[config.mk]
export PLATFORM = sky130hd
export DESIGN_NAME = usbls_ctrl_xfer_seq
export DESIGN_NICKNAME = d
export VERILOG_FILES = /design/src/rtl/usbls_pkg.sv /design/src/rtl/usbls_seq_timer.sv /design/src/rtl/usbls_ctrl_xfer_seq.sv
export SDC_FILE = /design/constraint.sdc
export NUM_CORES = 1
export LEC_CHECK = 0
export ABC_AREA = 0
export CORE_ASPECT_RATIO = 0.6
export CORE_UTILIZATION = 26
export DETAILED_ROUTE_END_ITERATION = 10
export PLACE_DENSITY = 0.54
export SYNTH_ARGS = -nofsm -noshare
export SYNTH_HDL_FRONTEND = slang
export SYNTH_SLANG_ARGS = --single-unit
export TNS_END_PERCENT = 100
[constraint.sdc]
create_clock -name clk -period 3.1 [get_ports clk]
set_clock_uncertainty 0.15 [all_clocks]
set_input_delay 0.62 -clock clk [delete_from_list [all_inputs] [get_ports clk]]
set_output_delay 0.62 -clock clk [all_outputs]
set_load 0.03 [all_outputs]
[src/rtl/usbls_pkg.sv]
// usbls_pkg: shared constants for the low-speed USB control-transfer sequencer.
// PID values, sequencer state encodings, err_code values and small decode helpers.
package usbls_pkg;

    // Packet identifiers (upper nibble is the complement of the lower nibble)
    localparam logic [7:0] PID_SETUP = 8'h2D;
    localparam logic [7:0] PID_IN    = 8'h69;
    localparam logic [7:0] PID_OUT   = 8'hE1;
    localparam logic [7:0] PID_DATA0 = 8'hC3;
    localparam logic [7:0] PID_DATA1 = 8'h4B;
    localparam logic [7:0] PID_ACK   = 8'hD2;
    localparam logic [7:0] PID_NAK   = 8'h5A;
    localparam logic [7:0] PID_STALL = 8'h1E;

    // Sequencer states
    localparam logic [3:0] SQ_IDLE    = 4'd0;
    localparam logic [3:0] SQ_S_TOK   = 4'd1;
    localparam logic [3:0] SQ_S_DAT   = 4'd2;
    localparam logic [3:0] SQ_S_WAIT  = 4'd3;
    localparam logic [3:0] SQ_D_TOK   = 4'd4;
    localparam logic [3:0] SQ_D_WAIT  = 4'd5;
    localparam logic [3:0] SQ_D_IPG   = 4'd6;
    localparam logic [3:0] SQ_D_ACK   = 4'd7;
    localparam logic [3:0] SQ_ST_TOK  = 4'd8;
    localparam logic [3:0] SQ_ST_DAT  = 4'd9;
    localparam logic [3:0] SQ_ST_WAIT = 4'd10;
    localparam logic [3:0] SQ_ST_IPG  = 4'd11;
    localparam logic [3:0] SQ_ST_ACK  = 4'd12;
    localparam logic [3:0] SQ_FIN     = 4'd13;

    // err_code values
    localparam logic [1:0] ERR_NONE  = 2'b00;
    localparam logic [1:0] ERR_RETRY = 2'b01;
    localparam logic [1:0] ERR_STALL = 2'b10;
    localparam logic [1:0] ERR_PROTO = 2'b11;

    // A PID byte is well formed when its check nibble complements its type nibble
    function automatic logic pid_check_ok(input logic [7:0] p);
        return (p[7:4] == ~p[3:0]);
    endfunction

    // States in which a packet is handed to the serializer
    function automatic logic is_tx_state(input logic [3:0] s);
        return (s == SQ_S_TOK) || (s == SQ_S_DAT) || (s == SQ_D_TOK) || (s == SQ_D_ACK) ||
               (s == SQ_ST_TOK) || (s == SQ_ST_DAT) || (s == SQ_ST_ACK);
    endfunction

    // States waiting for a device response under timeout
    function automatic logic is_wait_state(input logic [3:0] s);
        return (s == SQ_S_WAIT) || (s == SQ_D_WAIT) || (s == SQ_ST_WAIT);
    endfunction

    // Inter-packet gap states before the host handshake
    function automatic logic is_ipg_state(input logic [3:0] s);
        return (s == SQ_D_IPG) || (s == SQ_ST_IPG);
    endfunction

endpackage

[src/rtl/usbls_seq_timer.sv]
// usbls_seq_timer: loadable down-counter shared by the response timeout and the
// inter-packet gap. 'expired' is high while the count sits at zero, so a load of
// N-1 gives exactly N cycles from the cycle after the load up to and including expiry.
module usbls_seq_timer #(
    parameter int W = 10
) (
    input  logic         clk,
    input  logic         rst_n,
    input  logic         load,
    input  logic [W-1:0] value,
    output logic         expired
);

    logic [W-1:0] r_count;

    // Reload on request, otherwise count down and stop at zero
    always_ff @(posedge clk or negedge rst_n) begin
        if (!rst_n) begin
            r_count <= '0;
        end else if (load) begin
            r_count <= value;
        end else if (r_count != '0) begin
            r_count <= r_count - 1'b1;
        end
    end

    assign expired = (r_count == '0);

endmodule

[src/rtl/usbls_ctrl_xfer_seq.sv]
// usbls_ctrl_xfer_seq: sequences one low-speed USB control transfer
// (SETUP, optional single IN data packet, status) towards the TX message generator
// and serializer, and checks device responses with timeout, NAK and retry handling.
// Optional feature: define USBLS_SEQ_TOGGLE_CHK_EN to make the data stage accept only
// DATA1; a good DATA0 is then ACKed, discarded and the IN is retried.
module usbls_ctrl_xfer_seq
    import usbls_pkg::*;
#(
    parameter int MAX_RETRY   = 3,
    parameter int TIMEOUT_CYC = 1024,
    parameter int IPG_CYC     = 4
) (
    input  logic       clk,
    input  logic       rst_n,
    input  logic       start,
    input  logic       has_in_data,
    input  logic       tx_done,
    input  logic       rx_valid,
    input  logic [7:0] rx_pid,
    input  logic       rx_crc_ok,
    output logic       token,
    output logic       data,
    output logic       handshake,
    output logic       setup,
    output logic       in,
    output logic       out,
    output logic [7:0] pid,
    output logic       tx_start,
    output logic       busy,
    output logic       done,
    output logic       err,
    output logic [1:0] err_code
);

    // Timer just wide enough to hold the larger of the two loaded values
    localparam int TMAX = (TIMEOUT_CYC > IPG_CYC) ? TIMEOUT_CYC : IPG_CYC;
    localparam int TW   = (TMAX < 2) ? 1 : $clog2(TMAX);

    logic [3:0]    r_state;
    logic [3:0]    r_retry;
    logic          r_has_in;
    logic          r_discard;
    logic          r_token, r_data, r_handshake, r_setup, r_in, r_out;
    logic [7:0]    r_pid;
    logic          r_tx_start, r_busy, r_done, r_err;
    logic [1:0]    r_err_code;

    logic [3:0]    w_next;
    logic          w_accept;
    logic          w_fail;
    logic [1:0]    w_fail_code;
    logic          w_retry_req;
    logic [3:0]    w_retry_tgt;
    logic          w_retry_clr;
    logic          w_disc_set;
    logic          w_disc_clr;
    logic          w_exhausted;
    logic [4:0]    w_retry_nxt;
    logic          w_expired;
    logic          w_tmr_load;
    logic [TW-1:0] w_tmr_val;
    logic          w_pid_ok, w_is_ack, w_is_nak, w_is_stall, w_is_data;
    logic          w_token, w_data, w_handshake, w_setup, w_in, w_out;
    logic [7:0]    w_pid;

    // Response decode; a malformed PID never matches any of these
    assign w_pid_ok    = pid_check_ok(rx_pid);
    assign w_is_ack    = w_pid_ok && (rx_pid == PID_ACK);
    assign w_is_nak    = w_pid_ok && (rx_pid == PID_NAK);
    assign w_is_stall  = w_pid_ok && (rx_pid == PID_STALL);
    assign w_is_data   = w_pid_ok && ((rx_pid == PID_DATA0) || (rx_pid == PID_DATA1));

    assign w_retry_nxt = {1'b0, r_retry} + 5'd1;
    assign w_exhausted = (w_retry_nxt >= 5'(MAX_RETRY));
    assign w_accept    = (r_state == SQ_IDLE) && start && !r_err;

    // Next-state logic: transfer sequencing and response classification
    always_comb begin
        w_next      = r_state;
        w_fail      = 1'b0;
        w_fail_code = ERR_NONE;
        w_retry_req = 1'b0;
        w_retry_tgt = SQ_IDLE;
        w_retry_clr = 1'b0;
        w_disc_set  = 1'b0;
        w_disc_clr  = 1'b0;
        case (r_state)
            SQ_IDLE: begin
                if (w_accept) begin
                    w_next      = SQ_S_TOK;
                    w_retry_clr = 1'b1;
                    w_disc_clr  = 1'b1;
                end
            end
            SQ_S_TOK:  if (tx_done) w_next = SQ_S_DAT;
            SQ_S_DAT:  if (tx_done) w_next = SQ_S_WAIT;
            SQ_S_WAIT: begin
                if (rx_valid) begin
                    if (w_is_ack) begin
                        w_next      = r_has_in ? SQ_D_TOK : SQ_ST_TOK;
                        w_retry_clr = 1'b1;
                    end else if (w_is_nak) begin
                        w_retry_req = 1'b1;
                        w_retry_tgt = SQ_S_TOK;
                    end else if (w_is_stall) begin
                        w_fail      = 1'b1;
                        w_fail_code = ERR_STALL;
                    end else begin
                        w_fail      = 1'b1;
                        w_fail_code = ERR_PROTO;
                    end
                end else if (w_expired) begin
                    w_retry_req = 1'b1;
                    w_retry_tgt = SQ_S_TOK;
                end
            end
            SQ_D_TOK: if (tx_done) w_next = SQ_D_WAIT;
            SQ_D_WAIT: begin
                if (rx_valid) begin
                    if (w_is_data && rx_crc_ok) begin
                        w_next = SQ_D_IPG;
`ifdef USBLS_SEQ_TOGGLE_CHK_EN
                        if (rx_pid == PID_DATA0) begin
                            w_disc_set = 1'b1;
                        end else begin
                            w_retry_clr = 1'b1;
                        end
`else
                        w_retry_clr = 1'b1;
`endif
                    end else if (w_is_data || w_is_nak) begin
                        w_retry_req = 1'b1;
                        w_retry_tgt = SQ_D_TOK;
                    end else if (w_is_stall) begin
                        w_fail      = 1'b1;
                        w_fail_code = ERR_STALL;
                    end else begin
                        w_fail      = 1'b1;
                        w_fail_code = ERR_PROTO;
                    end
                end else if (w_expired) begin
                    w_retry_req = 1'b1;
                    w_retry_tgt = SQ_D_TOK;
                end
            end
            SQ_D_IPG: if (w_expired) w_next = SQ_D_ACK;
            SQ_D_ACK: begin
                if (tx_done) begin
                    if (r_discard) begin
                        // A stale DATA0 was acknowledged; ask for the data again
                        w_disc_clr  = 1'b1;
                        w_retry_req = 1'b1;
                        w_retry_tgt = SQ_D_TOK;
                    end else begin
                        w_next      = SQ_ST_TOK;
                        w_retry_clr = 1'b1;
                    end
                end
            end
            SQ_ST_TOK: if (tx_done) w_next = r_has_in ? SQ_ST_DAT : SQ_ST_WAIT;
            SQ_ST_DAT: if (tx_done) w_next = SQ_ST_WAIT;
            SQ_ST_WAIT: begin
                if (rx_valid) begin
                    if (r_has_in && w_is_ack) begin
                        w_next      = SQ_FIN;
                        w_retry_clr = 1'b1;
                    end else if (!r_has_in && w_is_data && rx_crc_ok) begin
                        w_next      = SQ_ST_IPG;
                        w_retry_clr = 1'b1;
                    end else if (w_is_nak || (!r_has_in && w_is_data)) begin
                        w_retry_req = 1'b1;
                        w_retry_tgt = SQ_ST_TOK;
                    end else if (w_is_stall) begin
                        w_fail      = 1'b1;
                        w_fail_code = ERR_STALL;
                    end else begin
                        w_fail      = 1'b1;
                        w_fail_code = ERR_PROTO;
                    end
                end else if (w_expired) begin
                    w_retry_req = 1'b1;
                    w_retry_tgt = SQ_ST_TOK;
                end
            end
            SQ_ST_IPG: if (w_expired) w_next = SQ_ST_ACK;
            SQ_ST_ACK: if (tx_done) w_next = SQ_FIN;
            SQ_FIN:    w_next = SQ_IDLE;
            default:   w_next = SQ_IDLE;
        endcase

        // A retry that would reach the attempt limit becomes a failure instead
        if (w_retry_req) begin
            if (w_exhausted) begin
                w_fail      = 1'b1;
                w_fail_code = ERR_RETRY;
            end else begin
                w_next = w_retry_tgt;
            end
        end
        if (w_fail) begin
            w_next = SQ_IDLE;
        end
    end

    // Packet-type / phase selects and PID for the state being entered
    always_comb begin
        w_token     = 1'b0;
        w_data      = 1'b0;
        w_handshake = 1'b0;
        w_setup     = 1'b0;
        w_in        = 1'b0;
        w_out       = 1'b0;
        w_pid       = 8'h00;
        case (w_next)
            SQ_S_TOK:  begin w_token = 1'b1;     w_setup = 1'b1; w_pid = PID_SETUP; end
            SQ_S_DAT:  begin w_data = 1'b1;      w_setup = 1'b1; w_pid = PID_DATA0; end
            SQ_D_TOK:  begin w_token = 1'b1;     w_in = 1'b1;    w_pid = PID_IN;    end
            SQ_D_ACK:  begin w_handshake = 1'b1; w_in = 1'b1;    w_pid = PID_ACK;   end
            SQ_ST_TOK: begin
                w_token = 1'b1;
                w_out   = r_has_in;
                w_in    = !r_has_in;
                w_pid   = r_has_in ? PID_OUT : PID_IN;
            end
            SQ_ST_DAT: begin w_data = 1'b1;      w_out = 1'b1;   w_pid = PID_DATA1; end
            SQ_ST_ACK: begin w_handshake = 1'b1; w_in = 1'b1;    w_pid = PID_ACK;   end
            default:   w_pid = 8'h00;
        endcase
    end

    // Arm the timer when entering a response wait or an inter-packet gap
    assign w_tmr_load = (w_next != r_state) && (is_wait_state(w_next) || is_ipg_state(w_next));
    assign w_tmr_val  = is_ipg_state(w_next) ? TW'(IPG_CYC - 1) : TW'(TIMEOUT_CYC - 1);

    usbls_seq_timer #(
        .W(TW)
    ) u_timer (
        .clk     (clk),
        .rst_n   (rst_n),
        .load    (w_tmr_load),
        .value   (w_tmr_val),
        .expired (w_expired)
    );

    // State, retry bookkeeping and transfer-type capture
    always_ff @(posedge clk or negedge rst_n) begin
        if (!rst_n) begin
            r_state   <= SQ_IDLE;
            r_retry   <= 4'd0;
            r_has_in  <= 1'b0;
            r_discard <= 1'b0;
        end else begin
            r_state <= w_next;
            if (w_accept) begin
                r_has_in <= has_in_data;
            end
            if (w_retry_clr) begin
                r_retry <= 4'd0;
            end else if (w_retry_req && !w_exhausted) begin
                r_retry <= w_retry_nxt[3:0];
            end
            if (w_disc_clr) begin
                r_discard <= 1'b0;
            end else if (w_disc_set) begin
                r_discard <= 1'b1;
            end
        end
    end

    // Registered outputs; selects follow the next state so they are clean for the whole TX state
    always_ff @(posedge clk or negedge rst_n) begin
        if (!rst_n) begin
            r_token     <= 1'b0;
            r_data      <= 1'b0;
            r_handshake <= 1'b0;
            r_setup     <= 1'b0;
            r_in        <= 1'b0;
            r_out       <= 1'b0;
            r_pid       <= 8'h00;
            r_tx_start  <= 1'b0;
            r_busy      <= 1'b0;
            r_done      <= 1'b0;
            r_err       <= 1'b0;
            r_err_code  <= ERR_NONE;
        end else begin
            r_token     <= w_token;
            r_data      <= w_data;
            r_handshake <= w_handshake;
            r_setup     <= w_setup;
            r_in        <= w_in;
            r_out       <= w_out;
            r_pid       <= w_pid;
            r_tx_start  <= is_tx_state(w_next) && (w_next != r_state);
            r_busy      <= (w_next != SQ_IDLE) && (w_next != SQ_FIN);
            r_done      <= (w_next == SQ_FIN);
            r_err       <= w_fail;
            r_err_code  <= w_fail ? w_fail_code : ERR_NONE;
        end
    end

    assign token     = r_token;
    assign data      = r_data;
    assign handshake = r_handshake;
    assign setup     = r_setup;
    assign in        = r_in;
    assign out       = r_out;
    assign pid       = r_pid;
    assign tx_start  = r_tx_start;
    assign busy      = r_busy;
    assign done      = r_done;
    assign err       = r_err;
    assign err_code  = r_err_code;

endmodule

==> impl_metrics.sql <==
INSERT INTO impl_metrics (metric_group, metric, value, unit) VALUES
('layout', 'ff_latch_area', '976', 'sq um'),
('route', 'wl', '9090', 'um'),
('synth', 'synth_common_cells', 'dfrtp_1 (39), nand2_1 (30), nor2_1 (20), xnor2_1 (15), o21ai_0 (12)', ''),
('sta', 'period_needed', '3.12', 'ns'),
('synth', 'synth.top_cells.by_area', 'dfrtp_1 (36%), xnor2_1 (4.8%), nand2_1 (4.1%)', ''),
('route', 'drt_pre_antenna_iters', '4', ''),
('floorplan', 'fp.dieArea', '10900', 'sq um'),
('power_and_ir_drop', 'power.density_cell_area', '1080', 'nW/um^2'),
('floorplan', 'placeableCoreArea', '10000', 'sq um'),
('synth', 'synth.most_common_cell', 'dfrtp_1', ''),
('synth', 'synth_largest_type_area_fraction', '35.9', '%'),
('layout', 'layout_stage_area_growth_over_the_synthesis_result', '64.1', '%'),
('sta', 'finalSetupViolations', '4', ''),
('synth', 'synth.yosys.seq_area_share', '35.9', '%'),
('layout', 'post-route-util', '44.6', '%'),
('layout', 'multiInputGateArea', '1900', 'sq um'),
('synth', 'synth.largest_area_cell', 'dfrtp_1', ''),
('critical_path', 'kind_of_launch_point_of_the_worst_setup_path', 'input pin', ''),
('run_status', 'failed_checks', 'negative setup slack', ''),
('route', 'detail_route.drc_violations', '0', ''),
('synth', 'number_of_enable_flip_flop_cells_after_synthesis', '0', ''),
('layout', 'filler_cell_count', '980', ''),
('cts', 'clock_path_buffers', '2', ''),
('layout', 'post_layout_nonfiller_instances', '564', ''),
('route', 'vias', '2871', ''),
('global_route', 'grt_antenna_before_repair', '0', ''),
('cts', 'clock_insertion_delay_worst_skew', '0.29', 'ns'),
('cts', 'cts_tree', 'done', ''),
('synth', 'gate_count_after_technology_mapping', '293', ''),
('layout', 'finalInstanceArea', '4460', 'sq um'),
('power_and_ir_drop', 'vdd_drop_max', '0.562', 'mV'),
('run_status', 'status', 'complete, but fails checks', ''),
('power_and_ir_drop', 'power.static_leakage', '1.90', 'nW'),
('sta', 'worst_hold_slack', '0.293', 'ns'),
('critical_path', 'crit_path_cell_trace', 'clkdlybuf4s15_2 > and4bb_4 > buf_6 > a41oi_4 > a211oi_4 > o311ai_4 > and4_4 > xnor2_1 > a211o_1 > a41oi_4 > buf_12 > mux2i_1', ''),
('job', 'drv_cap', '0', ''),
('synth', 'yosys_reg_bits', '39', ''),
('sta', 'worst-slew-pin-transition', '0.882', 'ns'),
('floorplan', 'chipWidth', '134', 'um'),
('global_route', 'first_global_vias', '2757', ''),
('cts', 'count_of_h_tree_levels_built_during_cts', '2', ''),
('synth', 'synth_cell_types', '70', ''),
('synth', 'synth-async-reset-ratio', '100', '%'),
('placement', 'numPortBuffers', '34', ''),
('route', 'wl_per_cell', '16.1', 'um'),
('placement', 'post-place-ws', '-0.781', 'ns'),
('sta', 'finalHoldViolations', '0', ''),
('sta', 'final_total_negative_setup_slack', '-0.0892', 'ns'),
('sta', 'fin_ws', '-0.0246', 'ns'),
('placement', 'post_dp_cell_area', '3820', 'sq um'),
('cts', 'ctsRootBufferMaster', 'clkbuf_16', ''),
('synth', 'mapped_area', '2720', 'sq um'),
('critical_path', 'cpMaxStageDelayCell', 'a211o_1', ''),
('synth', 'synth_nets', '311', ''),
('global_route', 'grt_overflow_total', '0', ''),
('floorplan', 'placement_rows', '28', ''),
('critical_path', 'timing_worst_setup_path_type', 'in2reg', ''),
('route', 'final_antenna_net_count', '0', ''),
('critical_path', 'critPathMostFrequentCell', 'a41oi_4', ''),
('floorplan', 'io-pin-count', '35', ''),
('floorplan', 'initial_utilization', '27.1', '%'),
('critical_path', 'critPathMaxStageDelay', '0.34', 'ns'),
('global_route', 'largest_net_degree_at_the_start_of_global_routing', '40', ''),
('placement', 'dp.final_hpwl', '6640', 'um'),
('cts', 'tritoncts.num_buffers', '5', ''),
('synth', 'ys_warnings', '0', ''),
('placement', 'gpl.final_weighted_congestion', '0.984', ''),
('sta', 'fmaxAchievable', '0.320', 'GHz'),
('layout', 'antenna_cell_count', '0', ''),
('synth', 'synthesis.area_per_instance', '9.28', 'sq um'),
('sta', 'period_share', '101', '%');
[critical path: cells and delay by family]
kind / cells / cell delay, ns
AO/OA/AOI/OAI: 5 / 1.24
buffers and inverters: 3 / 0.53
AND/OR/NAND/NOR: 2 / 0.52
multiplexers: 1 / 0.16
XOR/XNOR: 1 / 0.12
[cell families after synthesis]
group                    synth area share (%)
flip-flops                               35.9
AO/OA/AOI/OAI                            23.6
buffers and inverters                    5.11
AND/OR/NAND/NOR                          26.3
multiplexers                             1.61
XOR/XNOR                                 6.12
adder cells (fa/ha/maj)                  1.38
[worst paths after layout]
check,from,to,slack [ns],cells past startpoint
worst max-delay path,rx_pid[7],u_timer.r_count[8],-0.02,12
worst min-delay path,rst_n,r_retry[2],0.29,1
worst max register to register,u_timer.r_count[1],u_timer.r_count[8],0,13
worst min register to register,r_retry[3],r_retry[3],0.34,1
max in group asynchronous,rst_n,r_state[3],1.94,1
min in group clk,r_retry[3],r_retry[3],0.34,1
[placed cells by master, fill, tap and decap left out, types with 5 or more instances in the layout]
master             n
a21oi_1           11
buf_4            100
buf_6              8
clkbuf_16          6
clkdlybuf4s50_1   24
dfrtp_1           39
inv_1              5
inv_2              5
nand2_1           26
nand3_1            8
nand4_1            5
nor2_1            19
nor3_1             6
nor3_2             5
o21ai_0           12
o32ai_2            7
xnor2_1           12
[where the power goes]
part	total, mW	switching [mW]	internal [mW]
clock network	0.608	0.208	0.400
registers	0.902	0.181	0.722
logic	3.33	1.64	1.69
[layout make-up]
type | instances | share of cell area, %
Sequential cell | 39 | 21.9
Tap cell | 135 | 3.78
Timing Repair Buffer | 145 | 27.0
Clock buffer | 6 | 3.11
Inverter | 10 | 0.841
Multi-Input combinational cell | 227 | 42.6
Clock inverter | 2 | 0.785
[metal layers]
metal	GRT usage, %	wire (um)	up-vias
li1	-	-	1368
met1	27.2	4710	1385
met2	25.6	3680	110
met3	3.56	622	8
met4	2.81	72	0
met5	0	0	-
[sequential cells by signal (all words and copies together) (netlist names), 2 cells and up]
register and cells:
r_state 4, u_timer.r_count 10, err_code 2, r_retry 4, pid 8
[what timing repair did]
action / 4_1_cts / 5_1_grt
resized for setup: 56 / 37
buffers inserted: 10 / 9
pin swaps: 21 / 22
hold buffers: 0 / 0
cloned: 1 / 0
endpoints found under the setup margin: 24 / 21
Power figures use the tool's default switching activity.
